$ cat config.mk
export PLATFORM = sky130hd
export DESIGN_NAME = output_collect_memory_flat
export DESIGN_NICKNAME = d
export VERILOG_FILES = /design/src/rtl/output_collect_memory_if.sv /design/src/rtl/output_collect_memory.sv /design/src/flat_wrapper.sv
export SDC_FILE = /design/constraint.sdc
export NUM_CORES = 1
export LEC_CHECK = 0
export BUFFER_PORTS_ARGS = -buffer_cell sky130_fd_sc_hd__buf_2
export CORE_MARGIN = 3
export CORE_UTILIZATION = 41
export DETAILED_ROUTE_END_ITERATION = 7
export PLACE_DENSITY = 0.54
export SYNTH_ARGS = -nofsm -noshare
export SYNTH_HDL_FRONTEND = slang
export SYNTH_SLANG_ARGS = --single-unit
export TNS_END_PERCENT = 20
$ cat constraint.sdc
create_clock -name clk -period 4.9 [get_ports clk]
set_input_delay 0.49 -clock clk [delete_from_list [all_inputs] [get_ports clk]]
set_output_delay 0.49 -clock clk [all_outputs]
set_load 0.01 [all_outputs]
$ cat src/rtl/output_collect_memory_if.sv
// Write/read/status bundle for output_collect_memory.
// The master side drives requests; the slave side is the memory.
interface output_collect_memory_if #(
    parameter int NUM_WORDS = 8,
    parameter int WORD_BITS = 32
);
    localparam int ADDR_BITS = $clog2(NUM_WORDS);

    logic                 start;
    logic                 wr_valid;
    logic                 wr_ready;
    logic                 wr_auto;
    logic [ADDR_BITS-1:0] wr_addr;
    logic [WORD_BITS-1:0] wr_data;
    logic                 rd_en;
    logic [ADDR_BITS-1:0] rd_addr;
    logic [WORD_BITS-1:0] rd_data;
    logic                 rd_valid;
    logic [ADDR_BITS:0]   count;
    logic                 full;
    logic                 done;
    logic                 addr_err;

    modport master (
        output start, wr_valid, wr_auto, wr_addr, wr_data, rd_en, rd_addr,
        input  wr_ready, rd_data, rd_valid, count, full, done, addr_err
    );

    modport slave (
        input  start, wr_valid, wr_auto, wr_addr, wr_data, rd_en, rd_addr,
        output wr_ready, rd_data, rd_valid, count, full, done, addr_err
    );
endinterface

$ cat src/rtl/output_collect_memory.sv
// Collecting output buffer: ready/valid writes with per-word valid tracking,
// fill FSM with done pulse, registered read-back. OUT_MEM_BYPASS_EN enables write-to-read forwarding.
module output_collect_memory #(
    parameter int NUM_WORDS = 8,
    parameter int WORD_BITS = 32
) (
    input  logic                    clk,
    input  logic                    rst_n,
    output_collect_memory_if.slave  bus
);
    localparam int ADDR_BITS = $clog2(NUM_WORDS);
    localparam logic [ADDR_BITS:0] NW = (ADDR_BITS+1)'(NUM_WORDS);

    localparam logic [1:0] S_IDLE = 2'd0;
    localparam logic [1:0] S_FILL = 2'd1;
    localparam logic [1:0] S_FULL = 2'd2;

    logic [1:0]           state;
    logic [ADDR_BITS-1:0] wr_ptr;
    logic [ADDR_BITS:0]   count;
    logic [NUM_WORDS-1:0] valid;
    logic [WORD_BITS-1:0] mem [NUM_WORDS];

    logic                 wr_fire;
    logic [ADDR_BITS-1:0] wr_tgt;
    logic                 wr_oob;
    logic                 wr_ok;
    logic                 wr_new;
    logic [ADDR_BITS:0]   count_inc;
    logic                 rd_oob;
    logic [WORD_BITS-1:0] rd_word;

    // start wins over a same-cycle write
    assign wr_fire   = bus.wr_valid & bus.wr_ready & ~bus.start;
    assign wr_tgt    = bus.wr_auto ? wr_ptr : bus.wr_addr;
    assign wr_oob    = {1'b0, wr_tgt} >= NW;
    assign wr_ok     = wr_fire & ~wr_oob;
    assign wr_new    = wr_ok & ~valid[wr_tgt];
    assign count_inc = count + 1'b1;
    assign rd_oob    = {1'b0, bus.rd_addr} >= NW;

    always_comb begin
        rd_word = '0;
        if (!rd_oob && valid[bus.rd_addr])
            rd_word = mem[bus.rd_addr];
`ifdef OUT_MEM_BYPASS_EN
        if (wr_ok && wr_tgt == bus.rd_addr)
            rd_word = bus.wr_data;
`endif
    end

    assign bus.wr_ready = (state == S_FILL);
    assign bus.full     = (state == S_FULL);
    assign bus.count    = count;

    always_ff @(posedge clk or negedge rst_n) begin
        if (!rst_n) begin
            state        <= S_IDLE;
            wr_ptr       <= '0;
            count        <= '0;
            valid        <= '0;
            bus.done     <= 1'b0;
            bus.addr_err <= 1'b0;
            bus.rd_valid <= 1'b0;
            bus.rd_data  <= '0;
        end else begin
            bus.done     <= 1'b0;
            bus.addr_err <= (wr_fire & wr_oob) | (bus.rd_en & rd_oob);
            bus.rd_valid <= bus.rd_en;
            if (bus.rd_en)
                bus.rd_data <= rd_word;

            if (bus.start) begin
                state  <= S_FILL;
                wr_ptr <= '0;
                count  <= '0;
                valid  <= '0;
            end else if (wr_fire) begin
                // pointer advances even when the target is out of range
                if (bus.wr_auto)
                    wr_ptr <= wr_ptr + 1'b1;
                if (wr_new) begin
                    valid[wr_tgt] <= 1'b1;
                    count         <= count_inc;
                    if (count_inc == NW) begin
                        state    <= S_FULL;
                        bus.done <= 1'b1;
                    end
                end
            end
        end
    end

    // data array is deliberately not reset; valid[] masks stale words
    always_ff @(posedge clk) begin
        if (wr_ok)
            mem[wr_tgt] <= bus.wr_data;
    end
endmodule
$ cat src/flat_wrapper.sv
// flat-port wrapper written by rule: the top's interface ports become plain ports
module output_collect_memory_flat 
#(
    parameter int NUM_WORDS = 8,
    parameter int WORD_BITS = 32
)
  (clk, rst_n, bus_start, bus_wr_valid, bus_wr_auto, bus_wr_addr, bus_wr_data, bus_rd_en, bus_rd_addr, bus_wr_ready, bus_rd_data, bus_rd_valid, bus_count, bus_full, bus_done, bus_addr_err);
  output_collect_memory_if #(.NUM_WORDS(NUM_WORDS), .WORD_BITS(WORD_BITS)) bus_i ();
  input  logic clk;
  input  logic rst_n;
  input wire logic [$bits(bus_i.start)-1:0] bus_start;
  input wire logic [$bits(bus_i.wr_valid)-1:0] bus_wr_valid;
  input wire logic [$bits(bus_i.wr_auto)-1:0] bus_wr_auto;
  input wire logic [$bits(bus_i.wr_addr)-1:0] bus_wr_addr;
  input wire logic [$bits(bus_i.wr_data)-1:0] bus_wr_data;
  input wire logic [$bits(bus_i.rd_en)-1:0] bus_rd_en;
  input wire logic [$bits(bus_i.rd_addr)-1:0] bus_rd_addr;
  output wire logic [$bits(bus_i.wr_ready)-1:0] bus_wr_ready;
  output wire logic [$bits(bus_i.rd_data)-1:0] bus_rd_data;
  output wire logic [$bits(bus_i.rd_valid)-1:0] bus_rd_valid;
  output wire logic [$bits(bus_i.count)-1:0] bus_count;
  output wire logic [$bits(bus_i.full)-1:0] bus_full;
  output wire logic [$bits(bus_i.done)-1:0] bus_done;
  output wire logic [$bits(bus_i.addr_err)-1:0] bus_addr_err;
  assign bus_i.start = bus_start;
  assign bus_i.wr_valid = bus_wr_valid;
  assign bus_i.wr_auto = bus_wr_auto;
  assign bus_i.wr_addr = bus_wr_addr;
  assign bus_i.wr_data = bus_wr_data;
  assign bus_i.rd_en = bus_rd_en;
  assign bus_i.rd_addr = bus_rd_addr;
  assign bus_wr_ready = bus_i.wr_ready;
  assign bus_rd_data = bus_i.rd_data;
  assign bus_rd_valid = bus_i.rd_valid;
  assign bus_count = bus_i.count;
  assign bus_full = bus_i.full;
  assign bus_done = bus_i.done;
  assign bus_addr_err = bus_i.addr_err;
  output_collect_memory #(.NUM_WORDS(NUM_WORDS), .WORD_BITS(WORD_BITS)) u_core (.clk(clk), .rst_n(rst_n), .bus(bus_i));
endmodule
==> results of run 1 <==
## worst min-delay path by stage
stage                              from                      to  cells after the start
floorplan                         rst_n     u_core.bus.count[0]                      0
global placement    u_core.bus.count[3]     u_core.bus.count[3]                      1
detailed placement      u_core.state[1]         u_core.state[1]                      1
CTS                               rst_n   u_core.bus.rd_data[4]                      2
global route                      rst_n  u_core.bus.rd_data[24]                      2
finish                            rst_n  u_core.bus.rd_data[18]                      2
## cell type report
type,instances,area share [%]
Timing Repair Buffer,92,3.49
Clock buffer,36,6.32
Inverter,35,0.944
Tap cell,378,3.40
Multi-Input combinational cell,209,18.9
Sequential cell,307,64.4
Clock inverter,24,2.56
## power groups by stage
stage | clock network (mW) | logic (mW) | registers, mW
2_1_floorplan | 0 | 0.155 | 2.94
3_3_place_gp | 0 | 0.261 | 2.94
3_5_place_dp | 0 | 0.268 | 2.94
4_1_cts | 2.83 | 0.268 | 2.89
5_1_grt | 2.94 | 0.288 | 2.89
6_report | 2.78 | 0.261 | 2.89
## critical path, delay by kind of cell (launching register included)
family	cells	cell delay, ns
DFF	1	0.39
and+or+nand+nor	4	1.88
## registers in the layout (all words and copies together), names as in the netlist
| register | flops |
|---|---|
| u_core.mem | 256 |
| u_core.bus.rd_valid | 1 |
| u_core.bus.count | 4 |
| u_core.bus.rd_data | 32 |
| u_core.valid | 8 |
| u_core.state | 2 |
| u_core.bus.done | 1 |
| u_core.wr_ptr | 3 |
## Yosys cell counts (2+ instances only)
cell	instances	share of area (%)
dfrtp_1	51	11
inv_1	35	1.1
nand3_1	2	0.085
mux2i_1	38	3.2
nor2_1	14	0.44
nand4_1	3	0.16
o21a_1	9	0.57
buf_2	5	0.21
nor3b_1	2	0.13
clkbuf_1	7	0.22
buf_4	9	0.57
nor3_1	2	0.085
xor2_1	2	0.15
edfxtp_1	256	65
nor2b_1	3	0.16
o22ai_1	32	1.7
nand2_1	7	0.22
buf_1	7	0.22
o211ai_1	4	0.25
mux4_2	66	13
nor4_1	3	0.16
ha_1	2	0.21
## through the flow
stage	utilization [%]	worst slack, ns	cell area (sq um)	std cells
after CTS	49.6	2.12	13900	1081
after floorplan	-	1.94	11800	579
after global routing	49.6	2.01	13900	1081
after detailed placement	45.2	1.82	12700	1021
final	49.6	2.23	13900	1081
after global placement	45.2	1.88	12700	1021
## cells by family (layout without fill, tap and decap cells)
group | after synthesis | in the layout | synth area share, %
buffers and inverters | 63 | 187 | 2.34
and+or+nand+nor | 45 | 45 | 2.14
DFF | 307 | 307 | 75.9
other | 1 | 1 | 0.0317
xor gates and xnor gates | 2 | 2 | 0.148
adders and majority gates | 2 | 2 | 0.212
muxes | 107 | 107 | 16.1
AOI/OAI and AO/OA | 52 | 52 | 3.11
## layer usage
layer	vias to the layer above	track usage [%]	routed length, um
li1	2547	-	-
met1	3036	22.0	10600
met2	115	26.0	11800
met3	33	3.46	1080
met4	4	4.32	353
met5	-	0	27
==> flow_summary.yaml, run 1 <==
pwr:
  p_int_mw: 4.76
  p_per_area_mw_per_mm2: 426
  p_seq_share_pct: 48.8
  clock_power_share_pct: 46.8
  netSwitchingFraction_pct: 19.7
  p_switching_mw: 1.17
  peakVddDrop_mv: 0.182
  combPwrFrac_pct: 4.4
  leakagePower_nw: 4.92
  total_power_mw: 5.92
timing:
  finalCriticalPeriod_ns: 2.67
  drv_slew: 0
  worstMarginPinSlew_ns: 1.28
  skew_ns: 0.0196
  fin_crit_sh_pct: 54.5
  setup_viol: 0
  rsz0062_at_grt: "no"
  hold_violations: 0
  worst_hold_slack_ns: 0.167
  max_freq_mhz: 375
  fin_tns_setup_ns: 0
  relSlewSlack_pct: 14.7
floorplan:
  fp-row-count: 61
  die_w_um: 176
  core_area_sq_mm: 0.0281
  initial_utilization_pct: 42.1
  die_area_sq_mm: 0.0309
  ioPinCount: 85
  die_h_um: 176
worst_setup_path:
  r2r-end: "u_core.mem[1][15]"
  cp-end-kind: "flop"
  critPathLaunchType: "flop"
  crit_path_end: "u_core.mem[1][15]"
  cp_slowest_cell: "nor2_4"
  reg2reg_from: "u_core.state[1]"
  critical_path.max_stage_delay_ns: 1.05
  arrival_ns: 2.78
  worstSetupPathType: "flop to flop"
  crit_start: "u_core.state[1]"
  r2r_cells: 4
  rrSetupSlack_ns: 2.23
  crit_chain: "nor2b_1 > and3_1 > nand2_1 > nor2_4"
  cp_max_fo: 32
  critPathRequiredTime_ns: 5.01
yosys:
  netlist_instances: 579
  synth-seq-cells: 307
  yosys_warnings: 0
  synthFlopType: "edfxtp_1"
  yosysSeqAreaShare_pct: 75.9
  synth_nets: 625
  ys_types: 42
  synth_edf_count: 256
  synthArstFlopShare_pct: 16.6
  syn_area_sq_mm: 0.0118
  syn_avg_cell_area_sq_um: 20.4
route:
  postRouteAntennaNets: 0
  routed_wl_um: 23900
  dr.first_iter.drc_count: 383
  drt_first_pass_iters: 4
  drt-wirelength-per-cell_um: 22.1
  avgViaCountPerCell: 5.31
  vias: 5735
  drc: 0
layout:
  fin_nets: 725
  ff_latch_area_sq_mm: 0.00896
  final_cell_mix: "edfxtp_1 (256), buf_2 (82), mux4_2 (66)"
  drive_gt1_share_pct: 33.3
  num-fill-cells: 2382
  multi_input_area_sq_mm: 0.00263
  layout_commonest_cell: "edfxtp_1"
  antenna_cells: 0
  area_growth_pct: 17.9
grt:
  track_usage_pct: 16.0
  grt_max_degree: 52
  grt_pass1_wl_um: 37300
  antenna_found_initial: 2
  first_global_vias: 6303
  grt_overflow: 0
clock_network:
  cts_tree: "built"
  postCtsSetupRepairBufs: 0
  cts_hold_repair.buffers: 0
  path_clk_slew_ns: 0.06
  cts_buffer_depth: 3
  htreeDepth: 2
  clock-sinks: 307
  clock-root-buffer: "clkbuf_16"
  insertion_delay_ns: 0.50
  cts_buffers: 34
  cts_resized: 0
placement:
  dpl.hpwl_um: 13200
  gp_congestion: 0.760
  port_buffers: 83
job:
  maxCapViolations: 0
run_status:
  status: "completed"
hold_path:
  min_path_type: "input pin to asynchronous set/reset pin"
Note: power is estimated with default switching activity, not from simulation.
==> inputs of run 2 (changes only) <==
PLACE_DENSITY = 0.56   (was 0.54)
clock period = 2.3 ns   (was 4.9 ns; I/O delays follow)
==> flow_summary.yaml, run 2 (same netlist as run 1, synthesis figures left out) <==
run_status:
  status: "completed"
layout:
  largest_reg_flops: 256
  layout_commonest_cell: "edfxtp_1"
  area_growth_pct: 22.3
  regMostFlops: "u_core.mem"
  drive_gt1_share_pct: 32.3
  final_cell_mix: "edfxtp_1 (256), buf_2 (82), mux4_2 (66)"
  top_regs: "u_core.mem: 256 flops, u_core.bus.rd_data: 32 flops, u_core.valid: 8 flops"
  fin_nets: 778
  antenna_cells: 0
timing:
  hold_violations: 0
  fin_crit_sh_pct: 84.7
  setup_viol: 0
  rsz0062_at_grt: "no"
  drv_slew: 0
  skew_ns: 0.0219
  worstMarginPinSlew_ns: 0.626
  relSlewSlack_pct: 58.3
  max_freq_mhz: 513
  layout_setup_ws_ns: 0.351
  finalCriticalPeriod_ns: 1.95
route:
  postRouteAntennaNets: 0
  vias: 5946
  avgViaCountPerCell: 5.23
  drt_first_pass_iters: 4
  drc: 0
  routed_wl_um: 24600
  drt-wirelength-per-cell_um: 21.7
  dr.first_iter.drc_count: 413
clock_network:
  clock-root-buffer: "clkbuf_16"
  clock-sinks: 307
  path_clk_slew_ns: 0.06
  cts_buffer_depth: 3
  cts_tree: "built"
  htreeDepth: 2
  cts_hold_repair.buffers: 32
  cts_resized: 0
  cts_buffers: 34
  postCtsSetupRepairBufs: 0
  insertion_delay_ns: 0.52
worst_setup_path:
  critPathLaunchType: "flop"
  cp-end-kind: "flop"
  crit_chain: "mux2i_1 > nand2_1 > nor2_4 > buf_4"
  arrival_ns: 2.14
  cp_max_fo: 13
  worstSetupPathType: "flop to flop"
  crit_buf_inv: 1
  rrSetupSlack_ns: 0.35
  critical_path.max_stage_delay_ns: 0.42
  cp_slowest_cell: "dfrtp_1"
  crit_family: "simple AND/OR/NAND/NOR gates"
  critPathRequiredTime_ns: 2.49
  crit_start: "u_core.wr_ptr[0]"
  reg2reg_from: "u_core.wr_ptr[0]"
placement:
  gp_congestion: 0.767
  port_buffers: 83
  place_ws_ns: 0.217
  dpl.hpwl_um: 14400
floorplan:
  die_h_um: 176
  die_w_um: 176
  die_area_sq_mm: 0.0309
  core_area_sq_mm: 0.0281
  fp-row-count: 61
  initial_utilization_pct: 42.1
  ioPinCount: 85
grt:
  gr-max-usage-layer: "met2"
  grt_overflow: 0
  grt_use_met1_pct: 22.5
  grt_pass1_wl_um: 37800
  antenna_found_initial: 0
  grt_max_degree: 47
  track_usage_pct: 16.1
  first_global_vias: 6228
  met2_usage_pct: 26.7
  globalRouteMet3Util_pct: 2.75
pwr:
  peakVddDrop_mv: 0.431
  p_per_area_mw_per_mm2: 836
  total_power_mw: 12.1
  leakagePower_nw: 5.14
hold_path:
  min_path_type: "input pin to flop"
  hold_start: "bus_wr_data[12]"
job:
  maxCapViolations: 0
run 2: cell count changes in the layout (fill, tap and decap cells not counted), moves of 4 or more:
cell and delta:
dlygate4sd3_1 +32, buf_12 +15, clkbuf_1 +12, buf_4 +6, bufinv_16 -6, clkinv_2 -4
run 2: layout make-up:
| cell class | instances | area [sq um] |
|---|---|---|
| fillers | 2322 | 13600 |
| flip-flops and latches | 307 | 8960 |
| multi-input cells | 209 | 2630 |
| repair buffers | 145 | 1150 |
| clock buffers | 47 | 900 |
| well taps | 378 | 473 |
| clock inverters | 15 | 199 |
| inverters | 35 | 131 |
run 2: through the flow:
step / utilization, % / std cells / setup TNS, ns / instance area, sq um / hold slack [ns]
after floorplan: - / 579 / -10.35 / 11800 / -0.0656
after global placement: 46.4 / 1042 / 0 / 13000 / 0.295
after detailed placement: 46.4 / 1042 / 0 / 13000 / 0.294
after CTS: 51.4 / 1136 / 0 / 14400 / 0.000629
after global routing: 51.4 / 1136 / 0 / 14400 / 0.0299
final: 51.4 / 1136 / 0 / 14400 / 0.0229
run 2: routing by layer:
| layer | vias to the layer above | routed length (um) | share of wire [%] |
|---|---|---|---|
| met4 | 0 | 415 | 1.7 |
| li1 | 2651 | - | - |
| met1 | 3154 | 11100 | 45 |
| met5 | - | 0 | 0 |
| met3 | 39 | 871 | 3.5 |
| met2 | 102 | 12300 | 50 |
run 2: where the power goes:
group | total [mW] | internal (mW) | switching [mW]
Clock | 5.29 | 3.13 | 2.16
Sequential | 6.15 | 6.12 | 0.0328
Combinational | 0.640 | 0.288 | 0.352
run 2: path summary, 6_finish.rpt:
path | end | cells past startpoint
worst max register to register | u_core.mem[0][21] | 4
min in group asynchronous | u_core.bus.rd_data[19] | 2
worst max-delay path | u_core.mem[0][21] | 4
max in group asynchronous | u_core.bus.rd_data[12] | 3
worst min register to register | u_core.state[1] | 1
worst min-delay path | u_core.mem[5][12] | 1
==> inputs of run 3 (changes only) <==
clock period = 1.6 ns   (was 2.3 ns; I/O delays follow)
==> flow_summary.yaml, run 3 (same netlist as run 1, synthesis figures left out) <==
run_status:
  status: "finished, violations left"
  violations: "negative setup slack"
layout:
  drive_gt1_share_pct: 42.1
  fin_util_pct: 55.9
  multi_input_area_sq_mm: 0.00291
  largest_reg_flops: 256
  regMostFlops: "u_core.mem"
  ff_latch_area_sq_mm: 0.00896
  num-fill-cells: 2158
  area_growth_pct: 33.0
  layout_commonest_cell: "edfxtp_1"
  final_cell_mix: "edfxtp_1 (256), buf_2 (81), mux4_2 (66)"
  top_regs: "u_core.mem: 256 flops, u_core.bus.rd_data: 32 flops, u_core.valid: 8 flops"
  fin_nets: 850
grt:
  antenna_found_initial: 1
  grt_pass1_wl_um: 41300
  first_global_vias: 6820
  grt_overflow: 0
  grt_max_degree: 52
  track_usage_pct: 17.5
worst_setup_path:
  r2r_cells: 7
  cp_max_fo: 5
  critPathLaunchType: "flop"
  cp-end-kind: "flop"
  critPathRequiredTime_ns: 1.86
  rrSetupSlack_ns: -0.19
  arrival_ns: 2.05
  worstSetupPathType: "flop to flop"
  reg2reg_from: "u_core.state[1]"
  r2r-end: "u_core.mem[1][29]"
clock_network:
  clock-sinks: 307
  clock-root-buffer: "clkbuf_16"
  path_clk_slew_ns: 0.06
  insertion_delay_ns: 0.56
  cts_buffer_depth: 3
  cts_buffers: 31
  cts_tree: "built"
  htreeDepth: 1
route:
  avgViaCountPerCell: 5.19
  routed_wl_um: 27400
  vias: 6275
  drt_first_pass_iters: 4
  drc: 0
  dr.first_iter.drc_count: 440
  postRouteAntennaNets: 0
  drt-wirelength-per-cell_um: 22.7
timing:
  max_freq_mhz: 559
  drv_slew: 0
  fin_crit_sh_pct: 112
  skew_ns: 0.0186
  fin_tns_setup_ns: -25.08
  layout_setup_ws_ns: -0.190
  setup_viol: 272
  worst_hold_slack_ns: 0.0434
  finalCriticalPeriod_ns: 1.79
  hold_violations: 0
  rsz0062_at_grt: "yes"
hold_path:
  min_path_type: "input pin to flop"
  hold_path_end: "u_core.wr_ptr[2]"
  hold_depth: 4
  hold_start: "bus_wr_valid"
floorplan:
  die_h_um: 176
  fp-row-count: 61
  ioPinCount: 85
  core_area_sq_mm: 0.0281
  die_w_um: 176
  initial_utilization_pct: 42.1
  die_area_sq_mm: 0.0309
pwr:
  total_power_mw: 17.8
  leakagePower_nw: 5.72
  peakVddDrop_mv: 0.798
  p_per_area_mw_per_mm2: 1130
placement:
  port_buffers: 83
  dpl.hpwl_um: 15500
  gp_congestion: 0.775
job:
  maxCapViolations: 0
[run 3: changes by cell type in the layout (fill, tap and decap cells not counted), moves of 4 or more]
| cell | change |
|---|---|
| buf_4 | +38 |
| o22ai_1 | -15 |
| buf_12 | +14 |
| buf_6 | +11 |
| o22ai_2 | +10 |
| bufinv_16 | +5 |
| clkbuf_1 | -5 |
| o22ai_4 | +5 |
| clkbuf_16 | +4 |
[run 3: routing by layer]
layer | vias up | share of wire [%] | GRT usage, %
met1 | 3296 | 42 | 23.9
met5 | - | 0 | 0
met4 | 0 | 1.4 | 3.13
li1 | 2803 | - | -
met2 | 143 | 51 | 30.0
met3 | 33 | 4.7 | 3.03
[run 3: timing repair]
| action | in CTS | in global routing |
|---|---|---|
| endpoints found under the hold margin | 310 | 0 |
| setup buffers | 17 | 7 |
| gates resized for setup | 29 | 31 |
| setup endpoints to repair | 284 | 302 |
| pin swaps | 14 | 20 |
| cloned | 4 | 8 |
| hold buffers | 34 | 0 |
[run 3: metrics by stage]
stage | instances | setup slack [ns] | area (sq um)
6_report | 1208 | -0.190 | 15700
5_1_grt | 1208 | -0.241 | 15700
3_5_place_dp | 1081 | -0.162 | 13400
3_3_place_gp | 1081 | -0.104 | 13400
2_1_floorplan | 579 | -0.244 | 11900
4_1_cts | 1194 | -0.147 | 15300
[run 3: area by class of cell]
type                       instances  share of cell area, %
tap                              378                   3.01
antenna                            1                 0.0159
multi-input combinational        209                   18.5
clock buffer                      40                   5.22
timing repair buffer             220                   13.5
inverter                          35                  0.836
sequential                       307                   57.1
clock inverter                    18                   1.91
[run 3: worst max path at each step]
stage / startpoint / to / slack, ns / cells after the start
floorplan: u_core.state[1] / u_core.mem[4][0] / -0.24 / 4
global placement: bus_wr_auto / u_core.bus.count[1] / -0.10 / 7
detailed placement: bus_wr_auto / u_core.bus.count[1] / -0.16 / 7
CTS: u_core.valid[7] / u_core.bus.rd_data[22] / -0.15 / 6
global route: u_core.wr_ptr[0] / u_core.bus.count[1] / -0.24 / 5
finish: u_core.state[1] / u_core.mem[1][29] / -0.19 / 7
[run 3: power breakdown]
part	internal, mW	switching, mW	leakage (nW)
sequential	8.79	0.0468	3.01
clock	4.90	2.92	0.541
combinational	0.546	0.579	2.17
total	14.2	3.55	5.72
[run 3: critical path, cell delays in order, from the launching register on]
cell	delay (ns)
dfrtp_1	0.41
nor2b_4	0.14
and3_4	0.25
nand2_8	0.07
buf_12	0.14
nor2_4	0.18
buf_12	0.15
clkbuf_16	0.15
